==> src/rtl/cp_pkg.sv <==
// Shared types for the TDM control plane: packet layout, response codes and tx FSM states.
package cp_pkg;

  localparam int CP_ID_W = 16;

  // Control packet: the ID_W parameter of control_plane_tdm must equal CP_ID_W.
  typedef struct packed {
    logic [CP_ID_W-1:0] dest;
    logic [CP_ID_W-1:0] src;
  } cp_pkt_t;

  localparam logic [CP_ID_W-1:0] RESP_GRANT = '1;
  localparam logic [CP_ID_W-1:0] RESP_DENY  = '0;

  typedef enum logic [2:0] {
    IDLE    = 3'd0,
    PING    = 3'd1,
    WAIT    = 3'd2,
    GRANTED = 3'd3,
    BACKOFF = 3'd4
  } cp_tx_state_e;

  // The response codes double as reserved source ids, so they can never start a ping.
  function automatic logic is_ping_src(input logic [CP_ID_W-1:0] src);
    return (src != RESP_DENY) && (src != RESP_GRANT);
  endfunction

endpackage

==> src/rtl/cp_slot_timer.sv <==
// Control-plane slot ring timer: cycle-within-slot counter and 1..max_node slot number.
module cp_slot_timer #(
  parameter int ID_W        = 16,
  parameter int SLOT_CYCLES = 3,
  parameter int CYC_W       = $clog2(SLOT_CYCLES)
) (
  input  logic            clk,
  input  logic            rst_n,
  input  logic [ID_W-1:0] node_id,
  input  logic [ID_W-1:0] max_node,
  output logic [CYC_W-1:0] cyc,
  output logic [ID_W-1:0] slot,
  output logic            own_slot,
  output logic            slot_wrap
);

  assign slot_wrap = (cyc == CYC_W'(SLOT_CYCLES - 1));
  assign own_slot  = (slot == node_id);

  // NOTE: sequential state uses non-blocking assignments so every register samples pre-edge values.
  always_ff @(posedge clk or negedge rst_n) begin
    if (!rst_n) begin
      cyc  <= '0;
      slot <= ID_W'(1);
    end else if (slot_wrap) begin
      cyc  <= '0;
      slot <= (slot >= max_node) ? ID_W'(1) : slot + ID_W'(1);
    end else begin
      cyc <= cyc + CYC_W'(1);
    end
  end

endmodule

==> src/rtl/control_plane_tdm.sv <==
// TDM control-plane arbiter: pings a destination in the own slot with timed retry,
// answers pings from other nodes, and drives data-plane and GPP gating flags.
module control_plane_tdm
  import cp_pkg::*;
#(
  parameter int ID_W          = CP_ID_W,
  parameter int SLOT_CYCLES   = 3,
  parameter int RESP_TIMEOUT  = 8,
  parameter int MAX_RETRY     = 3,
  parameter int BACKOFF_SLOTS = 1,
  parameter int TRF_MIN_SLOTS = 2
) (
  input  logic              clk,
  input  logic              rst_n,
  input  logic [ID_W-1:0]   node_id,
  input  logic [ID_W-1:0]   max_node,
  input  logic [2*ID_W-1:0] control_rx_packet,
  input  logic              tx_pending,
  input  logic [ID_W-1:0]   tx_dest_id,
  input  logic              data_tx_complete_flag,
  input  logic              data_rx_complete_flag,
  input  logic              gpp_rtr_cp,
  output logic [2*ID_W-1:0] control_tx_packet,
  output logic [ID_W-1:0]   data_rx_node_id,
  output logic              data_tx_flag,
  output logic              data_rx_flag,
  output logic              tx_fail,
  output logic              gpp_trf_cp
);

  localparam int CYC_W   = $clog2(SLOT_CYCLES);
  localparam int RETRY_W = (MAX_RETRY < 2) ? 1 : $clog2(MAX_RETRY + 1);
  localparam int WAIT_W  = (RESP_TIMEOUT < 2) ? 1 : $clog2(RESP_TIMEOUT + 1);
  localparam int BO_W    = (BACKOFF_SLOTS < 2) ? 1 : $clog2(BACKOFF_SLOTS + 1);

  logic [CYC_W-1:0] cyc;
  logic [ID_W-1:0]  slot;
  logic             own_slot;
  logic             slot_wrap;

  cp_slot_timer #(
    .ID_W        (ID_W),
    .SLOT_CYCLES (SLOT_CYCLES),
    .CYC_W       (CYC_W)
  ) u_slot_timer (
    .clk       (clk),
    .rst_n     (rst_n),
    .node_id   (node_id),
    .max_node  (max_node),
    .cyc       (cyc),
    .slot      (slot),
    .own_slot  (own_slot),
    .slot_wrap (slot_wrap)
  );

  // ---------------- Rx side: answer pings addressed to this node ----------------
  cp_pkt_t rx_pkt;
  cp_pkt_t resp_pkt;
  logic    resp_valid;
  logic    rx_ping;
  logic    rx_grant;
  logic    rx_resp;

  assign rx_pkt   = control_rx_packet;
  assign rx_ping  = (rx_pkt.dest == node_id) && is_ping_src(rx_pkt.src);
  // resp_valid marks a ping in the previous cycle, so back-to-back pings lose.
  assign rx_grant = rx_ping && !data_rx_flag && !gpp_rtr_cp && !resp_valid;
  assign rx_resp  = (rx_pkt.dest == node_id) && !is_ping_src(rx_pkt.src);

  always_ff @(posedge clk or negedge rst_n) begin
    if (!rst_n) begin
      resp_valid      <= 1'b0;
      resp_pkt        <= '0;
      data_rx_flag    <= 1'b0;
      data_rx_node_id <= '0;
    end else begin
      resp_valid    <= rx_ping;
      resp_pkt.dest <= rx_pkt.src;
      resp_pkt.src  <= rx_grant ? RESP_GRANT : RESP_DENY;
      if (rx_grant) begin
        data_rx_flag    <= 1'b1;
        data_rx_node_id <= rx_pkt.src;
      end else if (data_rx_complete_flag) begin
        data_rx_flag <= 1'b0;
      end
    end
  end

  // ---------------- Tx FSM: ping, wait, retry with backoff ----------------
  cp_tx_state_e         state, state_n;
  logic [RETRY_W-1:0]   retry_cnt, retry_n;
  logic [WAIT_W-1:0]    wait_cnt, wait_n;
  logic [BO_W-1:0]      bo_cnt, bo_n;
  logic                 tx_flag_n;
  logic                 fail_n;
  logic                 ping_fire;
  cp_pkt_t              ping_pkt;

  assign ping_fire = (state == PING) && tx_pending && own_slot && !resp_valid;

  always_comb begin
    ping_pkt.dest = tx_dest_id;
    ping_pkt.src  = node_id;
    control_tx_packet = '0;
    if (resp_valid)     control_tx_packet = resp_pkt;
    else if (ping_fire) control_tx_packet = ping_pkt;
  end

  // NOTE: every always_comb output gets a default first, so no path can infer a latch.
  always_comb begin
    state_n   = state;
    retry_n   = retry_cnt;
    wait_n    = wait_cnt;
    bo_n      = bo_cnt;
    tx_flag_n = data_tx_flag;
    fail_n    = 1'b0;
    unique case (state)
      IDLE: begin
        if (own_slot && tx_pending && !data_tx_flag) state_n = PING;
      end
      PING: begin
        if (!tx_pending) begin
          state_n = IDLE;
          retry_n = '0;
        end else if (ping_fire) begin
          state_n = WAIT;
          wait_n  = WAIT_W'(1);
        end
      end
      WAIT: begin
        if (rx_resp && rx_pkt.src == RESP_GRANT) begin
          state_n   = GRANTED;
          tx_flag_n = 1'b1;
          retry_n   = '0;
        end else if (rx_resp || wait_cnt == WAIT_W'(RESP_TIMEOUT)) begin
          if (retry_cnt == RETRY_W'(MAX_RETRY - 1)) begin
            fail_n  = 1'b1;
            retry_n = '0;
            state_n = IDLE;
          end else begin
            retry_n = retry_cnt + RETRY_W'(1);
            bo_n    = '0;
            state_n = (BACKOFF_SLOTS == 0) ? IDLE : BACKOFF;
          end
        end else begin
          wait_n = wait_cnt + WAIT_W'(1);
        end
      end
      GRANTED: begin
        if (data_tx_complete_flag) begin
          tx_flag_n = 1'b0;
          state_n   = IDLE;
        end
      end
      BACKOFF: begin
        // An own slot counts as skipped only if its first cycle was seen here.
        if (!tx_pending) begin
          state_n = IDLE;
          retry_n = '0;
        end else if (own_slot && slot_wrap && bo_cnt >= BO_W'(BACKOFF_SLOTS)) begin
          state_n = IDLE;
        end else if (own_slot && cyc == '0) begin
          bo_n = bo_cnt + BO_W'(1);
        end
      end
      default: state_n = IDLE;
    endcase
  end

  always_ff @(posedge clk or negedge rst_n) begin
    if (!rst_n) begin
      state        <= IDLE;
      retry_cnt    <= '0;
      wait_cnt     <= '0;
      bo_cnt       <= '0;
      data_tx_flag <= 1'b0;
      tx_fail      <= 1'b0;
    end else begin
      state        <= state_n;
      retry_cnt    <= retry_n;
      wait_cnt     <= wait_n;
      bo_cnt       <= bo_n;
      data_tx_flag <= tx_flag_n;
      tx_fail      <= fail_n;
    end
  end

  // ---------------- GPP transfer window ----------------
  // Free slots before the own slot; a borrow out of ID_W+1 bits means wrap by max_node.
  logic [ID_W:0] free_raw;
  logic [ID_W:0] free_slots;

  always_comb begin
    free_raw   = {1'b0, node_id} - {1'b0, slot} - (ID_W+1)'(1);
    free_slots = free_raw;
    if (free_raw[ID_W]) free_slots = free_raw + {1'b0, max_node};
    if (own_slot)       free_slots = '0;
  end

  always_ff @(posedge clk or negedge rst_n) begin
    if (!rst_n) begin
      gpp_trf_cp <= 1'b0;
    end else begin
      gpp_trf_cp <= (state == IDLE) && !data_tx_flag &&
                    (free_slots >= (ID_W+1)'(TRF_MIN_SLOTS));
    end
  end

endmodule

==> config.mk <==
export PLATFORM = sky130hd
export DESIGN_NAME = control_plane_tdm
export DESIGN_NICKNAME = d
export VERILOG_FILES = /design/src/rtl/cp_pkg.sv /design/src/rtl/cp_slot_timer.sv /design/src/rtl/control_plane_tdm.sv
export SDC_FILE = /design/constraint.sdc
export NUM_CORES = 1
export LEC_CHECK = 0
export ABC_AREA = 1
export CAP_MARGIN = 20
export CORE_AREA = 3 3 116 118
export CTS_CLUSTER_SIZE = 20
export DETAILED_ROUTE_END_ITERATION = 12
export DIE_AREA = 0 0 119 121
export PLACE_DENSITY = 0.82
export SLEW_MARGIN = 40
export SYNTH_ARGS = -nofsm -noshare
export SYNTH_HDL_FRONTEND = slang
export SYNTH_HIERARCHICAL = 1
export SYNTH_SLANG_ARGS = --single-unit
==> constraint.sdc <==
create_clock -name clk -period 4.37 [get_ports clk]
set_input_delay 0.874 -clock clk [delete_from_list [all_inputs] [get_ports clk]]
set_output_delay 0.874 -clock clk [all_outputs]
set_load 0.02 [all_outputs]
# Yosys cells after proc, flatten, opt, wreduce, memory -nomap -nowiden
# Index checks and enable logic that the tools add are counted.
classes:
  addsub: 8
  magnitude_cmp: 3
  n_eq_ne: 27
  n_mux: 43
  reduce_logical: 37
op_table:
  columns: ["operator", "n"]
  rows:
  - ["2-to-1 mux 32 bit", 2]
  - ["2-to-1 mux 17 bit", 2]
  - ["== test 16 bit", 2]
  - ["2-to-1 mux 16 bit", 2]
  - ["2-to-1 mux 3 bit", 9]
  - ["inequality test 2 bit (second input constant)", 13]
  - ["adder 17 x 16 -> 17 bit", 1]
  - ["greater-or-equal comparator 17 x 2 -> 1 bit (second input constant)", 1]
  - ["logical AND 1 bit", 17]
  - ["subtractor 16 x 16 -> 17 bit", 1]
  - ["subtractor 17 x 1 -> 17 bit (second input constant)", 1]
  - ["adder 16 x 1 -> 16 bit (second input constant)", 1]
  - ["== test 16 bit (second input constant)", 1]
  - ["greater-or-equal comparator 16 bit", 1]
  - ["2-to-1 mux 4 bit", 4]
  - ["inequality test 16 bit (second input constant)", 1]
  - ["nonzero test 16 bit", 1]
  - ["one-hot mux 3 bit (5 select lines)", 1]
  - ["2-to-1 mux 1 bit", 14]
  - ["2-to-1 mux 2 bit", 5]
  - ["AND reduction 5 bit", 2]
  - ["nonzero test 2 bit", 5]
  - ["inequality test 3 bit (second input constant)", 3]
  - ["one-hot mux 4 bit (2 select lines)", 1]
  - ["18 further kinds", 27]
word_totals:
  register_bits: 81
  input_bits: 86
  wordCells: 132

# Depth between registers and ports, before layout
# Gate-level depths: netlist of the first run.
logic_depth:
  ltp_word: 8
  mapped_depth: 27
  ltp_nobuf: 27

# Cells and area by module
# The synthesis of the first run kept the hierarchy.
by_module_without_submodules:
  columns: ["mod", "n_inst", "cells_per_inst", "area_each_um2"]
  rows:
  - ["control_plane_tdm", 1, 797, 4909.7]
  - ["cp_slot_timer", 1, 213, 1624.1]

# Least setup slack after synthesis of the first run
# Ideal clock, no wire load.
synth_timing:
  kind: "in2out"
  startpoint: "in node_id[5]"
  endpoint: "out control_tx_packet[10]"
  arrival_time_ps: 2579
  slack_ps: 917
  path_stages: 10
  path_cell_list: "or2_2 > a211oi_1 > nand2_1 > nor2_1 > nand2_1 > nor2_1 > buf_2 > buf_1 > nand3_1 > nand2_1"
synth_via:
  elab_chain_cells: 5
synth_lines:
  columns: ["element", "line", "text"]
  rows:
  - ["from (decl)", "control_plane_tdm.sv:15", "input logic [ID_W-1:0] node_id,"]
  - ["== test 16 bit", "cp_slot_timer.sv:18", "assign own_slot = (slot == node_id);"]
  - ["net own_slot", "control_plane_tdm.sv:38", "logic own_slot;"]
  - ["logical AND 1 bit (2 in a row)", "control_plane_tdm.sv:99", "assign ping_fire = (state == PING) && tx_pending && own_slot && !resp_valid;"]
  - ["2-to-1 mux 32 bit", "control_plane_tdm.sv:106", "else if (ping_fire) control_tx_packet = ping_pkt;"]
  - ["2-to-1 mux 32 bit", "control_plane_tdm.sv:105", "if (resp_valid) control_tx_packet = resp_pkt;"]
  - ["to (decl)", "control_plane_tdm.sv:23", "output logic [2*ID_W-1:0] control_tx_packet,"]
# The timed path passes the listed nets, and every way through them passes these cells.

# Worst setup path after layout of the first run
layout_timing:
  startpoint: "in node_id[9]"
  endpoint: "out control_tx_packet[14]"
# The elaborated chain is that of the path after synthesis.

==> results of run 1 <==
## registers in the layout, indices dropped and copies added, names as in the netlist
| signal | count |
|---|---|
| data_rx_flag | 1 |
| resp_pkt | 17 |
| retry_cnt | 2 |
| bo_cnt | 1 |
| u_slot_timer/cyc | 2 |
| gpp_trf_cp | 1 |
| state | 3 |
| data_rx_node_id | 16 |
| data_tx_flag | 1 |
| tx_fail | 1 |
| u_slot_timer/slot | 16 |
| wait_cnt | 4 |
| resp_valid | 1 |
## kinds of logic (layout without fill, tap and decap cells)
| group | count (synthesis) | in the layout | share of synthesized area |
|---|---|---|---|
| DFF | 66 | 66 | 0.2530 |
| AOI/OAI and AO/OA | 88 | 88 | 0.08522 |
| xor gates and xnor gates | 40 | 40 | 0.05362 |
| and+or+nand+nor | 566 | 566 | 0.3830 |
| buffers and inverters | 195 | 363 | 0.1176 |
| adders and majority gates | 55 | 55 | 0.1076 |
## tightest hold or removal path, stage by stage (launching register included)
cell and delay, ns:
dfrtp_1 0.34, nand2_1 0.05, nand2_1 0.06
## metal layers
layer  vias up  routed length, um
met5         -                  0
met1      3196               8729
met3        24               1101
met2       237               9632
li1       3535                  -
met4         0                283
## where the power goes
group	internal (uW)	leakage [uW]	switching (uW)
Combinational	628	0.00398	988
Sequential	684	0.000857	100
Clock	442	0.000139	271
Total	1750	0.00498	1360
## area by class of cell
cell class              instances  area share
clock buffers                  10     0.02656
clock inverters                 6    0.007836
inverters                     180     0.07836
multi-input cells             749      0.4792
flip-flops and latches         66      0.1917
well taps                     172     0.02496
repair buffers                167      0.1914
## stage by stage
step / cell area (sq um) / power (uW)
floorplan: 6534 / 1902
global placement: 8269 / 2340
detailed placement: 8269 / 2378
CTS: 8559 / 3103
global route: 8622 / 3381
finish: 8622 / 3113
## path summary, 6_finish.rpt
kind	start	endpoint	slack [ns]	cells after the start
max reg2reg	u_slot_timer/slot[0]$_DFFE_PN1P_	gpp_trf_cp$_DFF_PN0_	0.69	23
max in group asynchronous	rst_n	u_slot_timer/slot[0]$_DFFE_PN1P_	2.86	2
max	node_id[9]	control_tx_packet[14]	0.21	11
min reg2reg	data_rx_node_id[1]$_DFFE_PN0P_	data_rx_node_id[1]$_DFFE_PN0P_	0.48	2
min in group asynchronous	rst_n	data_tx_flag$_DFFE_PN0P_	0.54	1
min	data_rx_node_id[1]$_DFFE_PN0P_	data_rx_node_id[1]$_DFFE_PN0P_	0.48	2
## cell usage in the layout (no fill, tap or decap), types with 3 or more instances in the layout
cell and count:
buf_4 29, nand3_1 81, clkbuf_16 9, nand3b_1 8, xor2_1 20, or2_2 5, dlygate4sd2_1 9, inv_1 177
and2_1 5, nand4_1 21, o21ai_1 3, a32o_1 16, a21oi_2 3, o21bai_1 3, nor3_2 4, inv_2 3
nand3_2 4, a21oi_1 37, nor4_1 5, nand2_1 339, ha_1 53, dfrtp_1 65, dlymetal6s2s_1 23, o21ai_0 19
nor2_1 63, xnor2_1 20, clkdlybuf4s50_1 104, nand2_2 9, nor3_1 11, nor2_4 6
==> results by group, run 1 <==
Run status
  • Outcome: completed

Synth
  • Top cells by count, synth: 339 x nand2_1, 177 x inv_1, 81 x nand3_1, 65 x dfrtp_1, 64 x nor2_1
  • Top post-synthesis cells by area: dfrtp_1 25%, nand2_1 19%, inv_1 10%
  • Synthesized area per cell: 6.469 sq um
  • Async set-reset flop share out of synthesis: 1.000
  • Sequential fraction of the synthesis area: 0.2530
  • Most frequent cell after synthesis: nand2_1
  • Synth top area share: 0.2489
  • FF+latch count, synth: 66
  • Post-synth EDFFs: 0
  • Ys flop type: dfrtp_1
  • Yosys top cell by area: dfrtp_1
  • Cells after synthesis: 1010
  • Net Count, Synth: 1151
  • Count of cell types in the netlist: 42
  • Synth Warn #: 6
  • Area of the mapped netlist: 6534 sq um

Worst setup path
  • CP arrival: 3.29 ns
  • CP top delay family: simple AND/OR/NAND/NOR gates
  • Startpoint Class: input port
  • Critical path's largest stage delay: 0.53 ns
  • CP cell instances: clkdlybuf4s50_1, xor2_1, nor3_1, nand4_1, nor2_1, nand2_1, nor2_4, buf_12, nand3_1, nand2_1, dlygate4sd2_1
  • Critical path peak fanout: 22
  • Most used cell along the critical path: nand2_1
  • CP Data Required Time: 3.50 ns
  • WP buf/inv: 3
  • Slowest CP cell: clkdlybuf4s50_1
  • Worst setup path category: in -> out
  • Crit path capture type: output pin

Drt
  • WL per Instance: 14.63 um
  • First-pass DRT Iterations: 5
  • DR vias: 6992
  • Initial DRC Count: 558
  • Post-route antenna net violation count: 0
  • DRC viols: 0
  • WL final: 19750 um
  • Vias per cell: 5.179

Power
  • Leakage: 0.004979 uW
  • Maximum VDD drop: 0.2499 mV
  • PwrDens: 361.0 nW/um^2

Global routing
  • Grt met2 use: 0.4765
  • First-pass GRT wire length: 32070 um
  • Number of global-route vias before repair: 6636
  • Met3 Use GR: 0.04056
  • Global-route usage over all layers: 0.2719
  • Largest net degree at the start of global routing: 43
  • Initial antenna violation count: 0
  • Top Usage Layer GRT: met2
  • GR Overflow Total: 0
  • Met1 usage: 0.3562

Worst hold path
  • Hold WC Path Type: reg -> reg

Clock network
  • Worst-Skew Late Latency: 0.33 ns
  • CTS resizes: 10
  • Max Root-Sink Buffers: 2
  • H-tree Lvls: 3
  • Post-CTS setup buffer count: 0
  • Clk sinks: 66
  • CTS clk-pin slew, worst paths: 0.06 ns
  • CTS buffer count: 9
  • Root Buffer: clkbuf_16
  • Post-CTS Hold Buffers: 0
  • TritonCTS clock tree: yes

STA
  • Endpoints failing setup: 0
  • Minimum clock period: 4.162 ns
  • Slew HR: 0.4732
  • Worst hold margin: 0.4769 ns
  • RSZ-0062 raised after global routing: false
  • Final Cycle Share: 0.9525
  • Final hold violation count: 0
  • Max Clk Rate: 240.3 MHz
  • Clock Skews: 0.004739 ns
  • Setup TNS: 0 ns
  • Final setup margin: 0.2077 ns
  • Slew Limit Fails: 0
  • Worst slew pin tran: 0.7876 ns

Floorplanning
  • Die height: 121 um
  • # IOs: 138
  • Initial cell density of the core: 0.5199
  • Rows: 41
  • Die width: 119 um
  • Core ar.: 12570 sq um
  • Full die area: 14400 sq um

Final layout
  • Layout fillers: 1089
  • Multi-input logic area: 4131 sq um
  • P&R area growth vs syn: 31.96%
  • Fin cells: 1350
  • Antenna Cells: 0
  • Reg area: 1653 sq um
  • Fin util: 0.6860
  • Share of post-route cells with drive strength above 1: 0.07216
  • Nets@finish: 1314

Placed design
  • IO buf count: 137
  • Placed cell count: 1334
  • DP Wirelength: 15650 um
  • RePlAce Congestion: 0.9210
  • Place WS: -0.04834 ns

Run
  • Max Cap Violations: 0
Power figures use the tool's default switching activity.
==> run 2, diff against run 1 <==
- CORE_AREA: 3 3 116 118 -> 3 3 132 134
- DIE_AREA: 0 0 119 121 -> 0 0 135 137
- PLACE_DENSITY: 0.82 -> 0.68
- clock period: 4.37 -> 3.7 ns (I/O delays scaled with it)
==> results by group, run 2 (same netlist as run 1, synthesis figures left out) <==
Run status
  • Outcome: completed

Drt
  • Vias per cell: 4.863 (-6.1%)
  • Metal-1 WL: 9397 um (+7.7%)
  • First-pass DRT Iterations: 5 (unchanged)
  • DR top layer: met4
  • Metal3 WL: 1237 um (+12%)
  • Initial DRC Count: 488 (-13%)
  • WL per Instance: 13.90 um (-4.9%)
  • Post-route antenna net violation count: 0 (unchanged)
  • WL final: 20230 um (+2.4%)
  • DR WL met2: 9202 um (-4.5%)
  • DRC viols: 0 (unchanged)
  • DR vias: 7075 (+1.2%)

Worst setup path
  • CP arrival: 3.79 ns (+0.50 ns)
  • CP cell instances: clkdlybuf4s50_1, buf_4, ha_1, buf_4, nand2_1, nor2_1, and2_1, nand2_1, nand3_1, nand2_1, ha_4, nand2_2, nor2_4, and2_1, nand2_1, nand3_1, nand2_1, nor2_1, nand3_1, nand2_1, inv_1, nor2_2, nor2_1
  • Slowest CP cell: clkdlybuf4s50_1
  • Stages on worst setup path: 23 (+12)
  • Critical Path End: gpp_trf_cp$_DFF_PN0_
  • CP Data Required Time: 3.92 ns (+0.42 ns)
  • Critical path peak fanout: 5 (-77%)
  • WP buf/inv: 4 (+1)
  • Critical path's largest stage delay: 0.44 ns (-0.09 ns)
  • Worst setup path category: in -> reg
  • Crit path capture type: flip-flop
  • Most used cell along the critical path: nand2_1
  • RR Endpoint: gpp_trf_cp$_DFF_PN0_
  • Setup crit start: node_id[10]
  • Reg2Reg Setup Slack: 0.23 ns (-0.46 ns)
  • Reg2Reg Depth: 24 (+4.3%)
  • CP top delay family: simple AND/OR/NAND/NOR gates
  • Startpoint Class: input port
  • Reg-to-reg startpoint: u_slot_timer/slot[0]$_DFFE_PN1P_

Floorplanning
  • Die width: 135 um (+13%)
  • Initial cell density of the core: 0.3982 (-0.1216)
  • Core ar.: 16410 sq um (+31%)
  • Die height: 137 um (+13%)
  • # IOs: 138 (unchanged)
  • Rows: 47 (+15%)
  • Full die area: 18500 sq um (+28%)

Power
  • Maximum VDD drop: 0.2294 mV (-8.2%)
  • PwrDens: 439.8 nW/um^2 (+22%)
  • Leakage: 0.004882 uW (-1.9%)

Final layout
  • Max FFs per register: 17 (unchanged)
  • Top Registers: resp_pkt (17), data_rx_node_id (16), u_slot_timer/slot (16)
  • Share of post-route cells with drive strength above 1: 0.1644 (+0.09222)
  • Most common cell after layout, fill and taps aside: nand2_1
  • Fin area: 9112 sq um (+5.7%)
  • Antenna Cells: 0 (unchanged)
  • Nets@finish: 1371 (+4.3%)
  • Biggest register: resp_pkt
  • P&R area growth vs syn: 39.47%
  • Most frequent cells in the layout: 337 x nand2_1, 177 x inv_1, 95 x clkdlybuf4s50_1

Clock network
  • CTS buffer count: 9 (unchanged)
  • CTS clk-pin slew, worst paths: 0.05 ns (about the same)
  • Worst-Skew Late Latency: 0.33 ns (about the same)
  • Max Root-Sink Buffers: 2 (unchanged)
  • H-tree Lvls: 3 (unchanged)
  • TritonCTS clock tree: yes
  • Root Buffer: clkbuf_16
  • Clk sinks: 66 (unchanged)
  • Post-CTS setup buffer count: 0 (unchanged)

STA
  • Clock Skews: 0.006631 ns (+0.001892 ns)
  • Minimum clock period: 3.574 ns
  • Slew HR: 0.5371 (+0.06388)
  • Setup TNS: 0 ns (unchanged)
  • Worst slew pin tran: 0.6921 ns (-0.09551 ns)
  • Final Cycle Share: 0.9659
  • RSZ-0062 raised after global routing: true
  • Endpoints failing setup: 0 (unchanged)
  • Final hold violation count: 0 (unchanged)
  • Max Clk Rate: 279.8 MHz
  • Slew Limit Fails: 0 (unchanged)

Global routing
  • Largest net degree at the start of global routing: 25 (-42%)
  • Number of global-route vias before repair: 6529 (-1.6%)
  • GR Overflow Total: 0 (unchanged)
  • Global-route usage over all layers: 0.2149 (-0.05701)
  • Initial antenna violation count: 0 (unchanged)
  • First-pass GRT wire length: 31900 um (-0.54%)

Placed design
  • IO buf count: 137 (unchanged)
  • Placed Area: 8770 sq um (+6.1%)
  • RePlAce Congestion: 0.9177 (-0.36%)
  • DP Wirelength: 16420 um (+4.9%)

Worst hold path
  • Hold WC Path Type: in -> async

Run
  • Max Cap Violations: 0 (unchanged)
## run 2: changes by cell type in the layout (fill, tap and decap cells not counted), moves of 3 or more
cell,before,now
a21oi_1,37,30
dlygate4sd2_1,9,3
clkdlybuf4s50_1,104,95
ha_1,53,41
dlymetal6s2s_1,23,6
nor2_1,63,56
nor2_2,1,7
clkbuf_8,0,3
clkbuf_2,0,32
buf_4,29,85
ha_4,0,10
a21oi_2,3,10
## run 2: how the worst min path moves through the flow
stage | from | to | slack [ns] | depth (start not counted)
floorplan | rst_n | bo_cnt$_DFFE_PN0P_ | 0.44 | 0
global placement | data_rx_node_id[11]$_DFFE_PN0P_ | data_rx_node_id[11]$_DFFE_PN0P_ | 0.46 | 2
detailed placement | data_rx_node_id[8]$_DFFE_PN0P_ | data_rx_node_id[8]$_DFFE_PN0P_ | 0.47 | 2
CTS | rst_n | state[1]$_DFFE_PN0P_ | 0.40 | 1
global route | rst_n | state[1]$_DFFE_PN0P_ | 0.42 | 1
finish | rst_n | state[0]$_DFFE_PN0P_ | 0.40 | 1
## run 2: timing repair
action,in CTS,in global routing
endpoints found under the setup margin,33,33
pin swaps,0,1
hold buffers,0,0
gates resized for setup,56,85
## run 2: per-stage QoR
step                        util  cells  hold WS [ns]  total power [uW]  worst slack (ns)
after floorplan                -   1010        0.4444              2246            0.4430
after global placement    0.5345   1439        0.4646              3075           -0.5101
after detailed placement  0.5345   1439        0.4679              3103           -0.5155
after CTS                 0.5540   1455        0.4045              3969         -0.008012
after global routing      0.5554   1455        0.4207              4374          -0.09299
final                     0.5554   1455        0.3968              4008            0.1260
## run 2: area by class of cell
cell class | instances | area (sq um)
clock buffers | 13 | 270.3
clock inverters | 3 | 22.52
fillers | 1598 | 7295
inverters | 180 | 675.6
multi-input cells | 749 | 4320
flip-flops and latches | 66 | 1653
well taps | 220 | 275.3
repair buffers | 224 | 1896
## run 2: worst register-to-register path: stages (launching register included)
cell and delay [ns]:
dfstp_2 0.64, inv_1 0.07, ha_2 0.18, fa_1 0.38
buf_4 0.16, nand3_1 0.11, nand4_1 0.10, nand2_1 0.12
inv_1 0.05, ha_1 0.32, buf_4 0.16, nand2_1 0.07
nand2_1 0.08, inv_1 0.06, nand2_1 0.08, a21oi_2 0.15
nand2_1 0.07, nand2_1 0.05, nand2_1 0.04, nor2_1 0.09
nand3_1 0.08, nand2_1 0.08, inv_1 0.05, nor2_2 0.11
nor2_1 0.05
## run 2: where the power goes
part	total, uW	leakage (uW)	internal [uW]	switching [uW]
Combinational	2270	0.00389	1010	1260
Sequential	918	0.000857	808	110
Clock	824	0.000134	508	316
Total	4010	0.00488	2320	1680
## run 2: routing by layer
layer	GRT usage	up-vias
met5	0	-
met4	0.04927	0
met3	0.04154	28
met2	0.3510	207
met1	0.2957	3190
li1	-	3650
==> edit 1: new RTL, settings of run 2 <==
Reset style: synchronous (`rst_n`), changed in 4 clocked blocks.
--- a/src/rtl/cp_slot_timer.sv
+++ b/src/rtl/cp_slot_timer.sv
@@ -18,7 +18,7 @@
   assign own_slot  = (slot == node_id);
 
   // NOTE: sequential state uses non-blocking assignments so every register samples pre-edge values.
-  always_ff @(posedge clk or negedge rst_n) begin
+  always_ff @(posedge clk) begin
     if (!rst_n) begin
       cyc  <= '0;
       slot <= ID_W'(1);
--- a/src/rtl/control_plane_tdm.sv
+++ b/src/rtl/control_plane_tdm.sv
@@ -67,7 +67,7 @@
   assign rx_grant = rx_ping && !data_rx_flag && !gpp_rtr_cp && !resp_valid;
   assign rx_resp  = (rx_pkt.dest == node_id) && !is_ping_src(rx_pkt.src);
 
-  always_ff @(posedge clk or negedge rst_n) begin
+  always_ff @(posedge clk) begin
     if (!rst_n) begin
       resp_valid      <= 1'b0;
       resp_pkt        <= '0;
@@ -167,7 +167,7 @@
     endcase
   end
 
-  always_ff @(posedge clk or negedge rst_n) begin
+  always_ff @(posedge clk) begin
     if (!rst_n) begin
       state        <= IDLE;
       retry_cnt    <= '0;
@@ -197,7 +197,7 @@
     if (own_slot)       free_slots = '0;
   end
 
-  always_ff @(posedge clk or negedge rst_n) begin
+  always_ff @(posedge clk) begin
     if (!rst_n) begin
       gpp_trf_cp <= 1'b0;
     end else begin
Formal check against the unedited RTL: differs if rst_n is asserted again (counterexample within 4 cycles, from zero or initial values and one cycle with rst_n low); with rst_n held inactive, the same outputs for 10 cycles.
==> edit 1 against run 2 <==
Worst setup slack better by 1.2 ps; wire length decreased by 0.70%; final area fell by 0.11%; sequential cell count stayed put; count of clock-buffer cells in the layout is 4 lower; synthesized cell count grew 1.4%; area after synthesis down 4.4%; critical endpoint is now control_tx_packet[24]; largest cell class unchanged.
Power is not compared: it rests on default switching activity, and its combinational part moved more than twofold at a synthesized area within 25%.
==> edit 1: results (changes against run 2) <==
stage	metric	value	unit	change
min_path	hold endpoint	bo_cnt		
grt	pin count of the biggest net entering global routing	39		+56%
clocking	Reg clk slew, reported paths	60	ps	
setup_path	Crit Path Max Fanout	8		+3
setup_path	R2R setup slack	360	ps	+130 ps
setup_path	Reg-to-Reg End	gpp_trf_cp		
run_status	outcome	complete, no violations		
synthesis	register area share after synthesis	21.2	%	-4.1 points
layout	Largest regs	resp_pkt (17), data_rx_node_id (16), u_slot_timer/slot (16)		
synthesis	Netlist cell types	45		+7.1%
grt	vias in the first global route	6745		+3.3%
placement	Final HPWL DP	16.2	mm	-1.6%
synthesis	Async SR Flop Fraction	0	%	-100 points
grt	Tot GR Track Use	21.6	%	+0.16 points
layout	synth-to-layout area growth	45.7	%	
synthesis	Synth Warn #	6		unchanged
timing	headroom to the max-slew limit	50.3	%	-3.5 points
setup_path	Reg2Reg Launch Point	u_slot_timer/slot[0]		
drt	drt first pass iters	5		unchanged
drt	Wirelength per Cell	13.5	um	-3.0%
clocking	CTS Buffer Depth	2		unchanged
placement	I/O Buffers	137		unchanged
min_path	Worst Hold Path Cells	2		
layout	diodes inserted	0		unchanged
drt	DRT iter0 DRCs	405		-17%
clocking	CTS Root Cell	clkbuf_16		
placement	routability cong.	0.898		-2.2%
min_path	hold path startpoint	bo_cnt		
synthesis	synth top area cells	dfxtp_1 21%, nand2_1 17%, ha_1 11%, inv_1 10%, nor2_1 7.3%		
setup_path	Worst R2R Path Depth	22		-8.3%
power	leakage power	0.00471	uW	
clocking	cts bufs inserted	9		unchanged
layout	# fillers	1601		+0.19%
setup_path	delay of the slowest critical-path stage	510	ps	+70 ps
synthesis	top cells by count, synth	285 x nand2_1, 168 x inv_1, 121 x nor2_1		
layout	Nets	1406		+2.6%
placement	post-placement cell area	8590	um^2	-2.0%
drt	DR vias/cell	4.80		-1.3%
clocking	Hold Buf Count CTS	0		unchanged
timing	Hold Slack	483	ps	+86.0 ps
setup_path	slowest CP cell	clkdlybuf4s50_1		
synthesis	syn nets	1166		+1.3%
timing	worst clock skew	8.53	ps	+1.90 ps
min_path	Tightest Hold Check Type	reg2reg		
layout	ratio of cells with drive above 1 in the final layout	18.2	%	+1.8 points
synthesis	Primary FF master, synth	dfxtp_1		
grt	first-pass GRT wire length	32.5	mm	+1.8%
clocking	H-tree depth	3		unchanged
## edit 1: cell types whose count changed in the layout (fill, tap and decap cells not counted), sizes merged, moves of 16 or more
cell / change
dfxtp: +66
nand2: -57
buf: +46
nor2: +58
a32o: -16
o21ai: +16
dfrtp: -65
clkbuf: -31
a22o: +16
## edit 1: where the power goes
| part | switching (uW) | internal, uW | total, uW |
|---|---|---|---|
| sequential | 24.3 | 736 | 760 |
| clock | 347 | 665 | 1010 |
| combinational | 434 | 406 | 840 |
| total | 805 | 1810 | 2610 |
## edit 1: kinds of logic (layout without fill, tap and decap cells)
kind of cell	after synthesis	in the layout	synth area share (%)
buf+inv	191	436	12.0
compound gates	112	112	10.9
xor+xnor	26	26	3.65
fa+ha+maj	56	56	11.5
simple gates	573	573	40.8
flops	66	66	21.2
## edit 1: worst max-delay path, delay by kind of cell
family,cells,cell delay (ps)
and+or+nand+nor,5,650
buffers and inverters,6,1170
xor gates and xnor gates,1,130
AOI/OAI and AO/OA,1,140
## edit 1: final cells by class
class / instances / area share (%)
Inverter: 176 / 7.26
Sequential cell: 66 / 14.5
Timing Repair Buffer: 244 / 23.2
Multi-Input combinational cell: 767 / 48.1
Tap cell: 220 / 3.02
Clock buffer: 9 / 2.47
Clock inverter: 7 / 1.37
## edit 1: worst max-delay path by stage
stage | start | depth (start not counted) | end
finish | node_id[10] | 13 | control_tx_packet[24]
global route | node_id[4] | 25 | gpp_trf_cp
CTS | node_id[10] | 13 | control_tx_packet[13]
detailed placement | node_id[12] | 12 | control_tx_packet[9]
global placement | node_id[3] | 13 | control_tx_packet[9]
floorplan | node_id[0] | 22 | gpp_trf_cp
## edit 1: stage by stage
step           cells  worst slack [ps]
6_report        1489               127
3_5_place_dp    1469              -485
5_1_grt         1489             -67.0
3_3_place_gp    1469              -453
2_1_floorplan   1024               302
4_1_cts         1487              3.42
## edit 1: what timing repair did
item,in CTS,in global routing
setup buffers,1,1
gates resized for setup,99,87
endpoints found under the setup margin,33,33
pin swaps,1,8
endpoints found under the hold margin,0,0
cloned,1,1
## edit 1: metal layers
metal  GRT usage (%)  up-vias  wire length [um]
met5               0        -                 0
met4            5.54        0               253
met3            5.99       21              1610
met2            36.8      214              9240
met1            27.1     3173              8990
li1                -     3740                 -
==> edit 2: new RTL, settings of run 2 <==
Without the edit above. `SLOT_CYCLES` is set to 3 in 2 places; all go to 6.
--- a/src/rtl/cp_slot_timer.sv
+++ b/src/rtl/cp_slot_timer.sv
@@ -1,7 +1,7 @@
 // Control-plane slot ring timer: cycle-within-slot counter and 1..max_node slot number.
 module cp_slot_timer #(
   parameter int ID_W        = 16,
-  parameter int SLOT_CYCLES = 3,
+  parameter int SLOT_CYCLES = 6,
   parameter int CYC_W       = $clog2(SLOT_CYCLES)
 ) (
   input  logic            clk,
--- a/src/rtl/control_plane_tdm.sv
+++ b/src/rtl/control_plane_tdm.sv
@@ -4,7 +4,7 @@
   import cp_pkg::*;
 #(
   parameter int ID_W          = CP_ID_W,
-  parameter int SLOT_CYCLES   = 3,
+  parameter int SLOT_CYCLES   = 6,
   parameter int RESP_TIMEOUT  = 8,
   parameter int MAX_RETRY     = 3,
   parameter int BACKOFF_SLOTS = 1,
Formal check against the unedited RTL: not equivalent (a bounded check fails within 4 cycles, from zero or initial values and one cycle with rst_n low).
==> edit 2 against run 2 <==
Wire length increased by 4.0%; final area decreased by 0.65%; power increased by 12%; register-to-register slack improved by 90 ps; clock power increased by 9.8%; sequential cell count increased by 1; area after synthesis increased by 1.6%; worst setup slack got worse by 110 ps.
==> edit 2: results (changes against run 2) <==
stage	metric	value	unit	change
run_status	outcome	complete, no violations		
grt	met1 Use GR	29.6	%	about the same
drt	routed via count	7271		+2.8%
drt	DRT iter0 DRCs	466		-4.5%
drt	met2 wire len	10.2	mm	+10%
power	Power Clock	905	uW	+9.8%
grt	first-pass GRT wire length	33.9	mm	+6.1%
synthesis	Synth Area in Compound Gates	8.10	%	-0.42 points
synthesis	Synth Area in XOR/XNOR	4.62	%	-0.75 points
power	leakage power	0.00491	uW	+0.55%
synthesis	synth top area cells	dfrtp_1 25%, nand2_1 20%, inv_1 10%, ha_1 10%, nand3_1 6.8%		
placement	Place WS	-501	ps	+14.1 ps
setup_path	source of the critical timing path	node_id[6]		
drt	Wirelength per Cell	14.3	um	+2.9%
placement	Final HPWL DP	17.4	mm	+5.8%
grt	M2 GR Usage	39.4	%	+4.3 points
grt	vias in the first global route	6955		+6.5%
layout	ratio of cells with drive above 1 in the final layout	15.3	%	-1.1 points
synthesis	register area share after synthesis	25.3	%	-0.033 points
synthesis	syn_area_per_cell	6.45	um^2	-0.33%
placement	post-placement cell area	8810	um^2	+0.46%
drt	met1 wire length	9.29	mm	-1.1%
clocking	CTS resizes	36		-36%
timing	headroom to the max-slew limit	51.6	%	-2.1 points
drt	Routed WL	21.0	mm	+4.0%
timing	worst clock skew	7.85	ps	+1.22 ps
drt	Routed met3 length	1.13	mm	-8.7%
synthesis	syn nets	1171		+1.7%
setup_path	Crit Path Max Fanout	12		+7
power	pwr dens	494	nW/um^2	+12%
setup_path	Worst R2R Path Depth	21		-13%
power	VDD IR max	0.000214	V	-6.8%
grt	pin count of the biggest net entering global routing	42		+68%
grt	Tot GR Track Use	23.0	%	+1.5 points
placement	DP Cell Count	1454		+1.0%
[edit 2: cell count changes after synthesis, sizes merged, moves of 6 or more]
cell / delta
inv: +6
nand2: +6
nand3: +7
nand4: +11
xor2: -7
[edit 2: critical path, stage by stage]
cell and delay [ps]:
clkdlybuf4s50_1 580, or2_2 150, nand3_1 90, nor3_2 160, and3_1 250, nand2_1 100, nor2_2 140, buf_4 220
a32o_1 170, dlygate4sd2_1 330
[edit 2: how the worst max path moves through the flow]
| stage | endpoint | slack [ps] |
|---|---|---|
| CTS | control_tx_packet[7] | 0.7 |
| global route | gpp_trf_cp | -130 |
| detailed placement | control_tx_packet[13] | -500 |
| finish | control_tx_packet[28] | 20 |
| floorplan | gpp_trf_cp | 490 |
| global placement | control_tx_packet[19] | -490 |
[edit 2: area by class of cell]
type,count,area (um^2),share of cell area [%]
clock inverters,7,83.8,0.926
well taps,220,275,3.04
repair buffers,220,1840,20.3
inverters,187,707,7.81
multi-input cells,761,4250,46.9
flip-flops and latches,67,1680,18.5
clock buffers,9,225,2.49
